**src/rtl/rom_cmd_pkg.sv**
```systemverilog
// ----------------------------------------------------------------------------
// rom_cmd_pkg
//   Shared definitions for the ROM command engine: command opcodes, response
//   header bytes and the engine's FSM state type.
// ----------------------------------------------------------------------------
package rom_cmd_pkg;

    // Command opcodes (first byte of every frame)
    localparam logic [7:0] OPC_READ    = 8'h01;
    localparam logic [7:0] OPC_PING    = 8'h02;

    // Response header / status bytes
    localparam logic [7:0] RSP_READ_OK = 8'hA1;
    localparam logic [7:0] RSP_PING    = 8'hA2;
    localparam logic [7:0] RSP_ERR     = 8'hEE;

    // Engine states. HDR, SEND, PING_RSP and ERR are the push states; they
    // are the only states that drive res_wr_en.
    typedef enum logic [3:0] {
        S_IDLE,
        S_ADDR,
        S_LEN,
        S_CHECK,
        S_HDR,
        S_FETCH,
        S_WAIT,
        S_SEND,
        S_PING_RSP,
        S_ERR
    } state_e;

endpackage : rom_cmd_pkg

```
**src/rtl/rom_cmd_engine.sv**
```systemverilog
// ----------------------------------------------------------------------------
// rom_cmd_engine
//   Command interpreter between a byte-wide command FIFO (read side) and a
//   byte-wide response FIFO (write side). Parses framed READ/PING commands,
//   reads 64-bit words from a synchronous ROM and streams the requested bytes,
//   preceded by a status header, into the response FIFO.
//
//   Frames:    PING = 02
//              READ = 01, A[7:0], A[15:8], A[23:16], A[31:24], LEN (0 = 256)
//   Responses: PING -> A2 ; READ ok -> A1 + LEN bytes ; error -> EE
//
// Ports:
//   clk, rst      clock, synchronous active-high reset
//   cmd_empty     command FIFO empty
//   cmd_din       command FIFO head byte (first-word-fall-through)
//   cmd_rd_en     pop command byte (consumed in the same cycle)
//   res_full      response FIFO full
//   res_wr_en     push res_dout into the response FIFO
//   res_dout      response byte (held while stalled)
//   rom_en        ROM read strobe
//   rom_addr      ROM word address
//   rom_rdata     ROM data, valid the cycle after rom_en
//   busy          engine is not in IDLE
// ----------------------------------------------------------------------------
module rom_cmd_engine
    import rom_cmd_pkg::*;
#(
    parameter int ROM_AW = 12,
    parameter int DATA_W = 64
) (
    input  logic              clk,
    input  logic              rst,
    input  logic              cmd_empty,
    input  logic [7:0]        cmd_din,
    output logic              cmd_rd_en,
    input  logic              res_full,
    output logic              res_wr_en,
    output logic [7:0]        res_dout,
    output logic              rom_en,
    output logic [ROM_AW-1:0] rom_addr,
    input  logic [DATA_W-1:0] rom_rdata,
    output logic              busy
);

    // The byte-lane mux assumes exactly eight lanes per ROM word.
    if (DATA_W != 64) begin : g_bad_data_w
        $error("rom_cmd_engine: DATA_W must be 64");
    end

    // Total ROM size in bytes, held in 33 bits to match the end-of-range sum.
    localparam logic [32:0] ROM_BYTES = 33'd1 << (ROM_AW + 3);

    // ------------------------------------------------------------------------
    // State and datapath registers
    // ------------------------------------------------------------------------
    state_e              state_q, state_d;
    logic [31:0]         addr_q,  addr_d;    // current byte address
    logic [8:0]          cnt_q,   cnt_d;     // bytes still to send (1..256)
    logic [1:0]          idx_q,   idx_d;     // address byte position in ADDR
    logic [DATA_W-1:0]   word_q,  word_d;    // latched ROM word

    logic [32:0]         addr_end;           // addr + len, never wraps
    logic [7:0]          lane_byte;          // lane addr[2:0] of word_q

    // Lane k of the latched word is bits 8k+7:8k.
    assign lane_byte = word_q[{addr_q[2:0], 3'b000} +: 8];

    // Zero-extended sum; anything above ROM_BYTES (including non-zero high
    // address bits) is out of range.
    assign addr_end = {1'b0, addr_q} + {24'd0, cnt_q};

    // ------------------------------------------------------------------------
    // Next-state and output logic
    // ------------------------------------------------------------------------
    always_comb begin
        // NOTE: every signal written here gets a default first, so no path
        // through the case statement can infer a latch.
        state_d   = state_q;
        addr_d    = addr_q;
        cnt_d     = cnt_q;
        idx_d     = idx_q;
        word_d    = word_q;
        cmd_rd_en = 1'b0;
        res_wr_en = 1'b0;
        res_dout  = 8'h00;
        rom_en    = 1'b0;
        rom_addr  = '0;

        unique case (state_q)
            S_IDLE: begin
                cmd_rd_en = !cmd_empty;
                if (!cmd_empty) begin
                    if (cmd_din == OPC_PING) begin
                        state_d = S_PING_RSP;
                    end else if (cmd_din == OPC_READ) begin
                        idx_d   = 2'd0;
                        state_d = S_ADDR;
                    end else begin
                        state_d = S_ERR;
                    end
                end
            end

            S_ADDR: begin
                cmd_rd_en = !cmd_empty;
                if (!cmd_empty) begin
                    // Little-endian: the first address byte is the LSB.
                    addr_d[{idx_q, 3'b000} +: 8] = cmd_din;
                    idx_d = idx_q + 2'd1;
                    if (idx_q == 2'd3) begin
                        state_d = S_LEN;
                    end
                end
            end

            S_LEN: begin
                cmd_rd_en = !cmd_empty;
                if (!cmd_empty) begin
                    // A length byte of 0 encodes 256.
                    cnt_d   = (cmd_din == 8'h00) ? 9'd256 : {1'b0, cmd_din};
                    state_d = S_CHECK;
                end
            end

            S_CHECK: begin
                // Range check happens before any ROM access, so the word
                // address can never wrap.
                state_d = (addr_end > ROM_BYTES) ? S_ERR : S_HDR;
            end

            S_HDR: begin
                res_dout = RSP_READ_OK;
                if (!res_full) begin
                    res_wr_en = 1'b1;
                    state_d   = S_FETCH;
                end
            end

            S_FETCH: begin
                rom_en   = 1'b1;
                rom_addr = addr_q[ROM_AW+2:3];
                state_d  = S_WAIT;
            end

            S_WAIT: begin
                // ROM data arrives exactly one cycle after the strobe.
                word_d  = rom_rdata;
                state_d = S_SEND;
            end

            S_SEND: begin
                res_dout = lane_byte;
                if (!res_full) begin
                    res_wr_en = 1'b1;
                    addr_d    = addr_q + 32'd1;
                    cnt_d     = cnt_q - 9'd1;
                    if (cnt_q == 9'd1) begin
                        state_d = S_IDLE;
                    end else if (addr_q[2:0] == 3'b111) begin
                        // Crossed into the next word: fetch it.
                        state_d = S_FETCH;
                    end
                end
            end

            S_PING_RSP: begin
                res_dout = RSP_PING;
                if (!res_full) begin
                    res_wr_en = 1'b1;
                    state_d   = S_IDLE;
                end
            end

            S_ERR: begin
                res_dout = RSP_ERR;
                if (!res_full) begin
                    res_wr_en = 1'b1;
                    state_d   = S_IDLE;
                end
            end

            default: begin
                state_d = S_IDLE;
            end
        endcase

        // While reset is held every output is quiet, so no byte is popped
        // or pushed on the cycle the engine is being cleared.
        if (rst) begin
            cmd_rd_en = 1'b0;
            res_wr_en = 1'b0;
            res_dout  = 8'h00;
            rom_en    = 1'b0;
            rom_addr  = '0;
        end
    end

    assign busy = (state_q != S_IDLE) && !rst;

    // ------------------------------------------------------------------------
    // Control registers
    // ------------------------------------------------------------------------
    always_ff @(posedge clk) begin
        // NOTE: sequential state is updated with non-blocking assignments
        // only, so every register samples the pre-edge value of the others.
        if (rst) begin
            state_q <= S_IDLE;
            addr_q  <= '0;
            cnt_q   <= '0;
            idx_q   <= '0;
        end else begin
            state_q <= state_d;
            addr_q  <= addr_d;
            cnt_q   <= cnt_d;
            idx_q   <= idx_d;
        end
    end

    // NOTE: the word register is pure datapath and is always rewritten in
    // WAIT before SEND reads it, so it carries no reset.
    always_ff @(posedge clk) begin
        word_q <= word_d;
    end

endmodule : rom_cmd_engine

```
**config.mk**
```make
export PLATFORM = sky130hd
export DESIGN_NAME = rom_cmd_engine
export DESIGN_NICKNAME = d
export VERILOG_FILES = /design/src/rtl/rom_cmd_pkg.sv /design/src/rtl/rom_cmd_engine.sv
export SDC_FILE = /design/constraint.sdc
export NUM_CORES = 1
export LEC_CHECK = 0
export ABC_AREA = 1
export BUFFER_PORTS_ARGS = -buffer_cell sky130_fd_sc_hd__buf_2
export CORE_MARGIN = 3
export CORE_UTILIZATION = 25
export CTS_BUF_LIST = sky130_fd_sc_hd__clkbuf_2 sky130_fd_sc_hd__clkbuf_4 sky130_fd_sc_hd__clkbuf_8
export CTS_CLUSTER_SIZE = 12
export DETAILED_ROUTE_END_ITERATION = 16
export GPL_TIMING_DRIVEN = 0
export PLACE_DENSITY = 0.53
export SLEW_MARGIN = 30
export SYNTH_ARGS = -nofsm -noshare
export SYNTH_HDL_FRONTEND = slang
export SYNTH_SLANG_ARGS = --single-unit
```
**constraint.sdc**
```tcl
create_clock -name clk -period 4.4 [get_ports clk]
set_clock_uncertainty 0.1 [all_clocks]
set_input_delay 0.88 -clock clk [delete_from_list [all_inputs] [get_ports clk]]
set_output_delay 0.88 -clock clk [all_outputs]
set_load 0.01 [all_outputs]
```
Yosys cells after proc, flatten, opt, wreduce, memory -nomap -nowiden
Index checks and enable logic that the tools add are counted.

Output and inout port bits: 24. Memories: 0. Logic and storage cells: 91. Memory bits (read-only): 0. Register bits: 111. Latch bits: 0. Memory bits (writable): 0.

Shift-type cells: 3. $lt $le $gt $ge: 1. Divide/modulo/power cells: 0. Reduce and logical (&&, ||, !) cells: 16. Multiply operators: 0. $add $sub $neg: 5. Bitwise gates (word level): 0. Mux-type cells: 37. Eq/ne operators: 24.

Operator list (count): two-way mux 32 bit (2); case mux 32 bit (2 select lines) (1); variable part select 64 x 7 -> 8 bit (1); two-way mux 4 bit (12); case mux 4 bit (9 select lines) (1); adder 32 x 9 -> 33 bit (1); greater-than comparator 33 x 16 -> 1 bit (second input constant) (1); adder 32 x 1 -> 32 bit (second input constant) (1); bitwise mux 32 bit (1); case mux 8 bit (4 select lines) (1); variable shift 8 x 7 -> 32 bit (first input constant) (1); variable part select 8 x 7 -> 32 bit (1); two-way mux 9 bit (3); two-way mux 12 bit (2); != test 2 bit (second input constant) (9); case mux 9 bit (2 select lines) (1); equality test 4 x 3 -> 1 bit (second input constant) (4); equality test 9 x 1 -> 1 bit (second input constant) (1); subtractor 9 x 1 -> 9 bit (second input constant) (1); equality test 4 x 2 -> 1 bit (second input constant) (2); equality test 4 bit (second input constant) (2); equality test 8 x 1 -> 1 bit (second input constant) (1); equality test 8 x 2 -> 1 bit (second input constant) (1); logical NOT 8 bit (1); 21 further kinds (34).

Logic depth before layout (Yosys ltp)
Gate-level depths: netlist of the first run.

Depth in word-level cells: 5. Depth in mapped cells: 20.

Worst setup path before layout of the first run
OpenSTA, ideal clock, no wires.

Path kind: register -> register. Start point: reg state_q[1]. End point: reg word_q[0], enable pin. Data required time: 3.814 ns. Period minus slack after synthesis: 3.884 ns. Slack: 0.516 ns. Path buffers: 0. Stages on the path, launching flop included: 5. Setup time: 0.486 ns. Data arrival time: 3.297 ns. Path through: dfxtp_1 -> inv_1 -> nor2_1 -> inv_1 -> nor2_1.

Cells in the longest elaborated chain, start to end: 1.

RTL lines: start: declaration (line rom_cmd_engine.sv:56) `state_e state_q, state_d;`; start signal: assignment (line rom_cmd_engine.sv:212) `state_q <= state_d;`; equality test 4 x 3 -> 1 bit (line rom_cmd_engine.sv:89) `unique case (state_q)`; end signal: assignment (line rom_cmd_engine.sv:222) `word_q <= word_d;`; end: declaration (line rom_cmd_engine.sv:60) `logic [DATA_W-1:0] word_q, word_d;`.

No other way between the ends. A chain may end at the register's enable or synchronous reset.

Worst setup path after layout of the first run
Start point: reg state_q[1]. End point: out res_dout[3].

Cells in the longest elaborated chain, start to end: 3. Elaborated cells between the ends (all ways): 6. Classes of those cells: 4 x eq/ne; 2 x mux.

RTL lines: equality test 4 bit or equality test 4 x 3 -> 1 bit (tied branches) (line rom_cmd_engine.sv:89); case mux 8 bit (4 select lines) * (line rom_cmd_engine.sv:89); two-way mux 8 bit * (line rom_cmd_engine.sv:189) `if (rst) begin`; end: declaration (line rom_cmd_engine.sv:38) `output logic [7:0] res_dout,`.

Every way passes the cells marked *; elsewhere a longest branch is shown, timed or not.

==> metrics.csv, run 1 <==
metric,value,unit
status,completed,
clk_latency,0.40,ns
syn_to_final_growth,16.6,%
final-setup-viol-count,0,
reg2reg_from,addr_q[0]$_SDFFE_PP0P_,
synthMuxAreaShare,0,%
rrSetupSlack,1.18,ns
rows,63,
final.fill_count,3283,
fin_area,8890,µm²
slew_headroom,36.6,%
worst_pin_slew,0.944,ns
antenna_left,0,
clkTransAtPathRegs,0.10,ns
p_sw,1050,µW
io_pins,100,
finish.utilization,29.7,%
synth_top_family_by_area,simple AND/OR/NAND/NOR gates,
start_kind,register,
synth_largest_area_cell,edfxtp_1,
grt_pass1_vias,7462,
path_max_fanout,10,
place_area,8690,µm²
vias,7925,
min_path_cells,2,
hp-class,reg -> reg,
path_class,reg -> out,
rsz0062_at_grt,false,
grt_pass1_wl,41600,µm
grt_max_degree,26,
setup_ws,0.462,ns
htree_num_levels,3,
grt-ovfl-total,0,
finalCritPeriodShare,89.5,%
p_int,1660,µW
ys_ff_latch,111,
regArea,2860,µm²
initial_utilization,25.5,%
arrival,2.96,ns
vias_per_cell,4.90,
seqPwrFrac,45.4,%
combinationalPowerShare,32.2,%
synth_compound_area_share,16.1,%
avgSynthCellArea,6.87,µm²
root_buffer,clkbuf_8,
core_area,29900,µm²
firstDrtPassIters,5,
nets,1316,
worst-r2r-cell-count,17,
ir_worst_vdd,0.000207,V
hold_viol,0,
antenna_found_initial,3,
routed_wl,26700,µm
syn_nets,1203,
synth_area,7620,µm²
dp_hpwl,21500,µm
pre_cts_ws,0.914,ns
hold_buffers,0,
dieWidth,181,µm
p_leak,0.00366,µW
drive_above_1_share,14.1,%
die_h,181,µm
cts_buffer_depth,2,
synth.distinct_cells,44,
whs,0.424,ns
switching_share,38.7,%
antenna_cells,0,
ys_top_cells_by_area,"edfxtp_1, nand2_1, dfxtp_1",
r2r_end,state_q[2]$_SDFFE_PP0P_,
dieArea,32600,µm²
synthAdderAreaFrac,3.05,%
port_buffers,99,
power_density,305,nW/µm²
drc,0,
fmax,254,MHz
finalCriticalPeriod,3.94,ns
cts_sinks,111,
min-delay-start,state_q[2]$_SDFFE_PP0P_,
ys_seq_area_share,37.6,%
max_cap_violations,0,
p_clk_share,22.4,%
p_total,2710,µW
drtIter0Drc,726,
slew_violations,0,
end_kind,output port,
multi_input_area,4130,µm²
synth_top_area_share,25.2,%
tritoncts.num_buffers,9,
cts_resized,0,
grt.total_usage,16.0,%
wl_per_cell,16.5,µm
worstPathRequired,3.42,ns
synth_xor_area_share,1.38,%
hold-path-endpoint,state_q[2]$_SDFFE_PP0P_,
cts_setup_buffers,0,
tritoncts,built,
synthSimpleGateAreaFrac,33.3,%
routabilityCongestion,0.901,
syn_inst,1109,
yosys_warnings,0,
critical path: stages, from the launching register on:
cell      delay, ns
dfxtp_1        0.46
nand2_1        0.17
nor2_4         0.28
clkbuf_1       0.45
clkbuf_1       0.64
nand3_1        0.19
a21oi_1        0.22
buf_2          0.17
stage by stage:
step | TNS [ns] | instances
after global routing | 0 | 1617
after CTS | 0 | 1617
final | 0 | 1617
after detailed placement | 0 | 1601
after global placement | -44.91 | 1598
after floorplan | 0 | 1109
cell usage in the layout (no fill, tap or decap), types with 2 or more instances in the layout:
| cell type | n |
|---|---|
| o21ai_1 | 2 |
| inv_6 | 3 |
| dfxtp_1 | 47 |
| a31oi_1 | 28 |
| nor2_1 | 165 |
| nand4_1 | 11 |
| a21oi_2 | 5 |
| nor2_4 | 5 |
| buf_2 | 104 |
| o21ai_0 | 94 |
| o221ai_1 | 12 |
| buf_1 | 2 |
| clkbuf_8 | 9 |
| edfxtp_1 | 64 |
| a21oi_1 | 49 |
| buf_16 | 2 |
| a211oi_1 | 6 |
| nor4_2 | 2 |
| nor4_1 | 2 |
| nor3_1 | 17 |
| or2_2 | 2 |
| a221oi_1 | 5 |
| nand3_2 | 3 |
| inv_1 | 137 |
| nand3_1 | 83 |
| o22ai_1 | 5 |
| a22oi_1 | 2 |
| nor3b_2 | 2 |
| inv_2 | 6 |
| nand2_1 | 260 |
| nor2_2 | 5 |
| nor3_2 | 6 |
| o31ai_1 | 2 |
| clkbuf_1 | 20 |
| ha_1 | 17 |
| o211ai_1 | 4 |
| nand3b_1 | 3 |
| nand2_2 | 11 |
| xor2_1 | 11 |
sequential cells by signal (all words and copies together) (netlist names):
name and cells:
cnt_q 9, idx_q 2, addr_q 32, word_q 64
state_q 4
synth_stat cells:
cell / count
nor3b_2: 2
buf_4: 1
xor2_1: 11
nor2_1: 166
nor3_1: 18
o211ai_1: 4
a21oi_2: 5
buf_1: 2
clkbuf_1: 20
inv_2: 6
dfxtp_1: 47
o31ai_1: 2
or2_1: 1
inv_1: 137
nand2_4: 1
nand3_2: 3
a31oi_1: 28
nor3_2: 5
nor4_1: 4
nand3b_1: 3
edfxtp_1: 64
buf_2: 5
a211oi_1: 6
o22ai_1: 5
a22oi_1: 2
nand2b_1: 1
xnor2_1: 1
nor2_2: 5
nor2_4: 4
ha_1: 17
nand2_2: 11
o21ai_1: 2
o221ai_1: 12
nand3_1: 83
fa_1: 1
o21ai_0: 94
and3_1: 1
nand4_1: 11
nor3_4: 1
or2_2: 2
nand2_1: 260
a21oi_1: 49
a221oi_1: 5
or2_4: 1
power groups by stage:
stage	Clock [µW]	Sequential, µW	Combinational [µW]
after floorplan	0	1220	608
after global placement	0	1250	865
after detailed placement	0	1260	870
after CTS	624	1230	877
after global routing	670	1240	1000
final	608	1230	874
cell families after synthesis:
logic type | count (synthesis)
adder cells (fa/ha/maj) | 18
AO/OA/AOI/OAI | 214
buffers and inverters | 171
flip-flops | 111
AND/OR/NAND/NOR | 583
XOR/XNOR | 12
per-layer routing:
layer	GRT usage, %	wire, µm
met5	0	28
met4	4.88	634
met3	3.11	1980
met1	22.6	12300
met2	24.9	11700
how the worst max path moves through the flow:
stage,startpoint,end,slack [ns],cells past startpoint
floorplan,state_q[1]$_SDFFE_PP0P_,word_q[0]$_DFFE_PP_,0.52,4
global placement,state_q[1]$_SDFFE_PP0P_,word_q[28]$_DFFE_PP_,-0.71,4
detailed placement,state_q[1]$_SDFFE_PP0P_,res_dout[4],0.91,7
CTS,state_q[1]$_SDFFE_PP0P_,res_dout[4],0.47,7
global route,state_q[2]$_SDFFE_PP0P_,res_dout[6],0.21,9
finish,state_q[1]$_SDFFE_PP0P_,res_dout[3],0.46,7
layout make-up:
| type | instances | share of cell area, % |
|---|---|---|
| Clock inverter | 7 | 0.704 |
| Timing Repair Buffer | 102 | 6.36 |
| Multi-Input combinational cell | 827 | 46.5 |
| Sequential cell | 111 | 32.2 |
| Clock buffer | 9 | 1.39 |
| Tap cell | 390 | 5.49 |
| Buffer | 28 | 1.30 |
| Inverter | 143 | 6.04 |
Power figures use the tool's default switching activity.
==> run 2: changes to the inputs <==
--- a/config.mk
+++ b/config.mk
@@ -8,12 +8,12 @@
 export ABC_AREA = 1
 export BUFFER_PORTS_ARGS = -buffer_cell sky130_fd_sc_hd__buf_2
 export CORE_MARGIN = 3
-export CORE_UTILIZATION = 25
+export CORE_UTILIZATION = 35
 export CTS_BUF_LIST = sky130_fd_sc_hd__clkbuf_2 sky130_fd_sc_hd__clkbuf_4 sky130_fd_sc_hd__clkbuf_8
 export CTS_CLUSTER_SIZE = 12
 export DETAILED_ROUTE_END_ITERATION = 16
 export GPL_TIMING_DRIVEN = 0
-export PLACE_DENSITY = 0.53
+export PLACE_DENSITY = 0.65
 export SLEW_MARGIN = 30
 export SYNTH_ARGS = -nofsm -noshare
 export SYNTH_HDL_FRONTEND = slang
==> run 2 against run 1 <==
Effect of this change:
- register-to-register slack worse by 0.03 ns
- sequential cell count unchanged
- clock power up 11%
- global-route usage up 4.8 points
- hold slack worse by 0.0090 ns
- total power up 2.1%
- largest cell class unchanged
- setup slack better by 0.14 ns
- critical path depth up 2
- sequential power about the same
- non-clock buffer count unchanged
==> metrics.csv, run 2 (synthesized netlist as in run 1, its figures left out) <==
metric,value,unit,change
whs,0.415,ns,-0.00897 ns
rows,53,,-16%
tritoncts.num_buffers,9,,unchanged
worstPathRequired,3.42,ns,about the same
grt_max_degree,28,,+7.7%
routabilityCongestion,0.974,,+8.2%
vias_per_cell,5.25,,+7.1%
worst_pin_slew,0.895,ns,-0.0491 ns
fin_area,8790,µm²,-1.1%
p_clk_share,24.4,%,+2.0 points
hold_viol,0,,unchanged
combinationalPowerShare,31.2,%,-1.0 points
switching_share,37.5,%,-1.2 points
r2r_end,state_q[3]$_SDFFE_PP0P_,,
start_kind,register,,
htree_num_levels,3,,unchanged
dieArea,23600,µm²,-28%
cpMaxStageDelayCell,clkbuf_1,,
path_max_fanout,10,,unchanged
antenna_found_initial,0,,-3
largest_reg_flops,64,,unchanged
clkTransAtPathRegs,0.10,ns,about the same
grt-ovfl-total,0,,unchanged
clk_latency,0.39,ns,about the same
dieWidth,154,µm,-15%
final.fill_count,2240,,-32%
hold-path-endpoint,state_q[2]$_SDFFE_PP0P_,,
fmax,264,MHz,+3.8%
status,completed,,
drive_above_1_share,14.0,%,-0.081 points
finalCriticalPeriod,3.79,ns,-0.143 ns
worst-r2r-cell-count,16,,-1
cp_num_buf_inv,5,,+2
vias,7883,,-0.53%
grt.total_usage,20.8,%,+4.8 points
dp_cells,1486,,-7.2%
antenna_cells,0,,unchanged
max_cap_violations,0,,unchanged
rsz0062_at_grt,false,,
top_register,word_q,,
min_path_cells,2,,unchanged
initial_utilization,35.9,%,+10 points
cts_setup_buffers,0,,unchanged
port_buffers,99,,unchanged
p_leak,0.00368,µW,+0.60%
power_density,315,nW/µm²,+3.2%
global_route.peak_usage_layer,met2,,
place_area,8560,µm²,-1.5%
nets,1316,,unchanged
arrival,2.81,ns,-0.15 ns
path_cells,inv_1 -> nor2_1 -> inv_1 -> nor2_4 -> clkbuf_1 -> clkbuf_1 -> nand3_1 -> a31oi_1 -> buf_2,,
grt_pass1_vias,7412,,-0.67%
hold_buffers,0,,unchanged
cts_resized,0,,unchanged
root_buffer,clkbuf_8,,
layout_common_cells,"nand2_1, nor2_1, inv_1, buf_2, o21ai_0",,
grt_use_met1,29.2,%,+6.6 points
fin_cells,1502,,-7.1%
layout.cells.most_common,nand2_1,,
reg2reg_from,addr_q[0]$_SDFFE_PP0P_,,
hp-class,reg -> reg,,
drc,0,,unchanged
path_class,reg -> out,,
critPathMaxStageDelay,0.61,ns,-0.03 ns
slew_headroom,39.9,%,+3.3 points
antenna_left,0,,unchanged
tritoncts,built,,
cts_sinks,111,,unchanged
seqPwrFrac,44.4,%,-1.0 points
final-setup-viol-count,0,,unchanged
grt_pass1_wl,39200,µm,-5.8%
setup_ws,0.605,ns,+0.143 ns
dp_hpwl,20100,µm,-6.7%
syn_to_final_growth,15.3,%,
routed_wl,24900,µm,-6.6%
io_pins,100,,unchanged
ir_worst_vdd,0.000232,V,+12%
firstDrtPassIters,5,,unchanged
pre_cts_ws,1.05,ns,+0.136 ns
cts_buffer_depth,2,,unchanged
slew_violations,0,,unchanged
use_met2,33.0,%,+8.1 points
cp_top_family,buffers and inverters,,
core_area,21200,µm²,-29%
met3_usage,3.83,%,+0.72 points
min-delay-start,state_q[2]$_SDFFE_PP0P_,,
crit_start,state_q[2]$_SDFFE_PP0P_,,
crit_cells,9,,+2
wl_per_cell,16.6,µm,+0.54%
p_int,1730,µW,+4.1%
p_sw,1040,µW,-1.1%
rrSetupSlack,1.15,ns,-0.03 ns
die_h,154,µm,-15%
end_kind,output port,,
drtIter0Drc,775,,+6.7%
finalCritPeriodShare,86.2,%,-3.3 points
top_regs,"word_q: 64 flops, addr_q: 32 flops, cnt_q: 9 flops",,
finish.utilization,41.4,%,+12 points
==> run 2: how the worst max path moves through the flow <==
stage	to	slack [ns]
detailed placement	res_dout[4]	1.05
global placement	word_q[12]$_DFFE_PP_	-0.55
finish	res_dout[4]	0.61
floorplan	word_q[0]$_DFFE_PP_	0.52
global route	res_dout[4]	0.45
CTS	res_dout[4]	0.61
==> run 2: layout make-up <==
class | instances | area (µm²) | area share [%]
buffer | 28 | 115 | 1.31
clock buffer | 9 | 124 | 1.41
clock inverter | 7 | 108 | 1.22
inverter | 143 | 537 | 6.11
multi-input combinational | 827 | 4120 | 46.9
sequential | 111 | 2860 | 32.6
tap | 275 | 344 | 3.92
timing repair buffer | 102 | 578 | 6.58
==> run 2: worst min-delay path, stage by stage (launching register included) <==
cell,delay [ns]
dfxtp_1,0.34
nand2_1,0.08
a21oi_2,0.05
==> run 2: stage by stage <==
step                      total power, µW  TNS, ns
after floorplan                      1830        0
after global placement               2100   -35.06
after detailed placement             2110        0
after CTS                            2780        0
after global routing                 2970        0
final                                2770        0
==> run 2: per-layer routing <==
metal,wire length (µm),vias to the layer above
met5,0,-
met4,520,0
met3,1970,39
met2,11100,327
met1,11300,3573
li1,-,3944
==> run 2: power by group through the flow <==
| stage | clock [µW] | combinational (µW) | sequential (µW) |
|---|---|---|---|
| floorplan | 0 | 608 | 1220 |
| global placement | 0 | 847 | 1250 |
| detailed placement | 0 | 856 | 1250 |
| CTS | 691 | 861 | 1230 |
| global route | 742 | 984 | 1240 |
| finish | 677 | 864 | 1230 |
==> run 3: changes to the inputs <==
--- a/config.mk
+++ b/config.mk
@@ -13,7 +13,7 @@
 export CTS_CLUSTER_SIZE = 12
 export DETAILED_ROUTE_END_ITERATION = 16
 export GPL_TIMING_DRIVEN = 0
-export PLACE_DENSITY = 0.65
+export PLACE_DENSITY = 0.67
 export SLEW_MARGIN = 30
 export SYNTH_ARGS = -nofsm -noshare
 export SYNTH_HDL_FRONTEND = slang
==> constraint.sdc (replaced) <==
create_clock -name clk -period 3.15 [get_ports clk]
set_clock_uncertainty 0.1 [all_clocks]
set_input_delay 0.63 -clock clk [delete_from_list [all_inputs] [get_ports clk]]
set_output_delay 0.63 -clock clk [all_outputs]
set_load 0.01 [all_outputs]
==> run 3 against run 2 <==
Effect of this change:
- utilization increased by 0.11 points
- total power increased by 41%
- hold slack got worse by 0.12 ns
- non-clock buffer count unchanged
- count of clock-buffer cells in the layout unchanged
- cell count unchanged
- cell area increased by 0.26%
- combinational power increased by 41%
- wire length decreased by 0.68%
- clock power increased by 44%
- first-iteration DRC count increased by 14%
- sequential power increased by 40%
- critical path type is now reg -> reg
==> metrics.csv, run 3 (synthesized netlist as in run 1, its figures left out) <==
metric,value,unit,change
status,completed,,
p_leak,0.00371,µW,+0.69%
syn_to_final_growth,15.6,%,
root_buffer,clkbuf_8,,
rrSetupSlack,0.17,ns,-0.98 ns
crit_start,cnt_q[2]$_SDFFE_PP0P_,,
ir_worst_vdd,0.000327,V,+41%
grt_max_degree,26,,-7.1%
clk_latency,0.40,ns,about the same
rows,53,,unchanged
top_register,word_q,,
grt.total_usage,20.3,%,-0.55 points
slew_headroom,40.9,%,+0.98 points
reg2reg_from,cnt_q[2]$_SDFFE_PP0P_,,
antenna_cells,0,,unchanged
vias,7936,,+0.67%
whs,0.296,ns,-0.120 ns
cp_top_family,simple AND/OR/NAND/NOR gates,,
firstDrtPassIters,6,,+1
path_max_fanout,8,,-2
vias_per_cell,5.28,,+0.67%
place_area,8530,µm²,-0.32%
worst-r2r-cell-count,17,,+1
path_cells,ha_1 -> buf_2 -> or2_1 -> nand3_1 -> nand2_1 -> nand2_1 -> nand2_1 -> nand2_1 -> nand2_1 -> nor2_1 -> nand2_1 -> nor3_1 -> nand3_1 -> nand3_1 -> nand2_1 -> nand2_1 -> a21oi_1,,
top_regs,"word_q: 64 flops, addr_q: 32 flops, cnt_q: 9 flops",,
io_pins,100,,unchanged
slew_violations,0,,unchanged
drc,0,,unchanged
routabilityCongestion,0.965,,-0.93%
grt_pass1_wl,38300,µm,-2.3%
dieWidth,154,µm,unchanged
global_route.peak_usage_layer,met2,,
clkTransAtPathRegs,0.13,ns,+0.03 ns
use_met2,32.2,%,-0.75 points
grt-ovfl-total,0,,unchanged
grt_pass1_vias,7160,,-3.4%
dp_cells,1485,,-0.067%
nets,1316,,unchanged
largest_reg_flops,64,,unchanged
min_path_cells,1,,-1
start_kind,register,,
fin_cells,1502,,unchanged
hold_viol,0,,unchanged
arrival,3.17,ns,+0.36 ns
drtIter0Drc,882,,+14%
hold_buffers,0,,unchanged
initial_utilization,35.9,%,unchanged
port_buffers,99,,unchanged
cts_buffer_depth,2,,unchanged
antenna_left,0,,unchanged
dieArea,23600,µm²,unchanged
max_cap_violations,0,,unchanged
die_h,154,µm,unchanged
worst_pin_slew,0.880,ns,-0.0147 ns
path_class,reg -> reg,,
worstPathRequired,3.33,ns,-0.09 ns
core_area,21200,µm²,unchanged
wl_per_cell,16.5,µm,-0.68%
layout_common_cells,"nand2_1, nor2_1, inv_1, buf_2, o21ai_0",,
antenna_found_initial,1,,+1
fmax,335,MHz,
critPathMaxStageDelay,0.46,ns,-0.15 ns
finalCriticalPeriod,2.98,ns,
finalCritPeriodShare,94.7,%,
cp_num_buf_inv,1,,-4
min-delay-start,rom_rdata[5],,
rsz0062_at_grt,true,,
fin_area,8810,µm²,+0.26%
power_density,444,nW/µm²,+41%
htree_num_levels,3,,unchanged
tritoncts,built,,
crit_top_cell,nand2_1,,
hold-path-endpoint,word_q[5]$_DFFE_PP_,,
cts_sinks,111,,unchanged
routed_wl,24700,µm,-0.68%
grt_use_met1,29.2,%,-0.053 points
met3_usage,2.39,%,-1.4 points
cpMaxStageDelayCell,dfxtp_1,,
hp-class,in -> reg,,
end_kind,register,,
tritoncts.num_buffers,9,,unchanged
layout.cells.most_common,nand2_1,,
drive_above_1_share,15.4,%,+1.4 points
dp_hpwl,19600,µm,-2.4%
final-setup-viol-count,0,,unchanged
r2r_end,state_q[0]$_SDFFE_PP0P_,,
[run 3: cell types whose count changed in the layout (fill, tap and decap cells not counted), moves of 3 or more]
cell,delta
nand3_2,+3
dfxtp_1,-4
clkbuf_2,+4
nand3_1,-3
clkbuf_1,-5
[run 3: worst max path at each step]
stage                                         end  slack, ns  cells after the start
after detailed placement  state_q[0]$_SDFFE_PP0P_       0.02                     17
after global routing      state_q[2]$_SDFFE_PP0P_     -0.004                     14
after floorplan               word_q[0]$_DFFE_PP_       0.35                      4
after global placement       word_q[20]$_DFFE_PP_      -0.33                      4
final                     state_q[0]$_SDFFE_PP0P_       0.17                     17
after CTS                             res_dout[1]      0.009                      6
[run 3: worst reg2reg max path: stages, from the launching register on]
cell	delay (ns)
dfxtp_1	0.46
ha_1	0.27
buf_2	0.17
or2_1	0.23
nand3_1	0.11
nand2_1	0.14
nand2_1	0.11
nand2_1	0.10
nand2_1	0.13
nand2_1	0.11
nor2_1	0.12
nand2_1	0.07
nor3_1	0.20
nand3_1	0.10
nand3_1	0.22
nand2_1	0.09
nand2_1	0.08
a21oi_1	0.06
[run 3: layout make-up]
| type | instances | area [µm²] |
|---|---|---|
| Fill cell | 2269 | 12400 |
| Multi-Input combinational cell | 827 | 4150 |
| Sequential cell | 111 | 2870 |
| Timing Repair Buffer | 103 | 566 |
| Inverter | 143 | 537 |
| Tap cell | 275 | 344 |
| Clock buffer | 9 | 124 |
| Buffer | 27 | 116 |
| Clock inverter | 7 | 103 |
[run 3: layer usage]
layer,share of wire (%),up-vias
li1,-,3947
met5,0.028,-
met3,7.6,54
met4,2.3,2
met2,44,354
met1,46,3579
[run 3: where the power goes]
group | total [µW] | internal (µW) | leakage [µW] | switching (µW)
clock | 975 | 351 | 0.000115 | 623
combinational | 1220 | 426 | 0.00264 | 789
sequential | 1720 | 1600 | 0.000957 | 121
[run 3: timing repair]
| item | 4_1_cts | 5_1_grt |
|---|---|---|
| pin swaps | 0 | 2 |
| cloned | 0 | 0 |
| setup endpoints to repair | 11 | 10 |
| resized for setup | 5 | 14 |
| setup buffers | 0 | 2 |
[run 3: stage by stage]
step | utilization, % | setup slack, ns | TNS, ns | power [µW]
floorplan | - | 0.348 | 0 | 2550
global placement | 39.9 | -0.326 | -20.74 | 2920
detailed placement | 40.2 | 0.0206 | 0 | 2940
CTS | 41.3 | 0.00931 | 0 | 3900
global route | 41.5 | -0.00397 | -0.00397 | 4180
finish | 41.5 | 0.168 | 0 | 3910
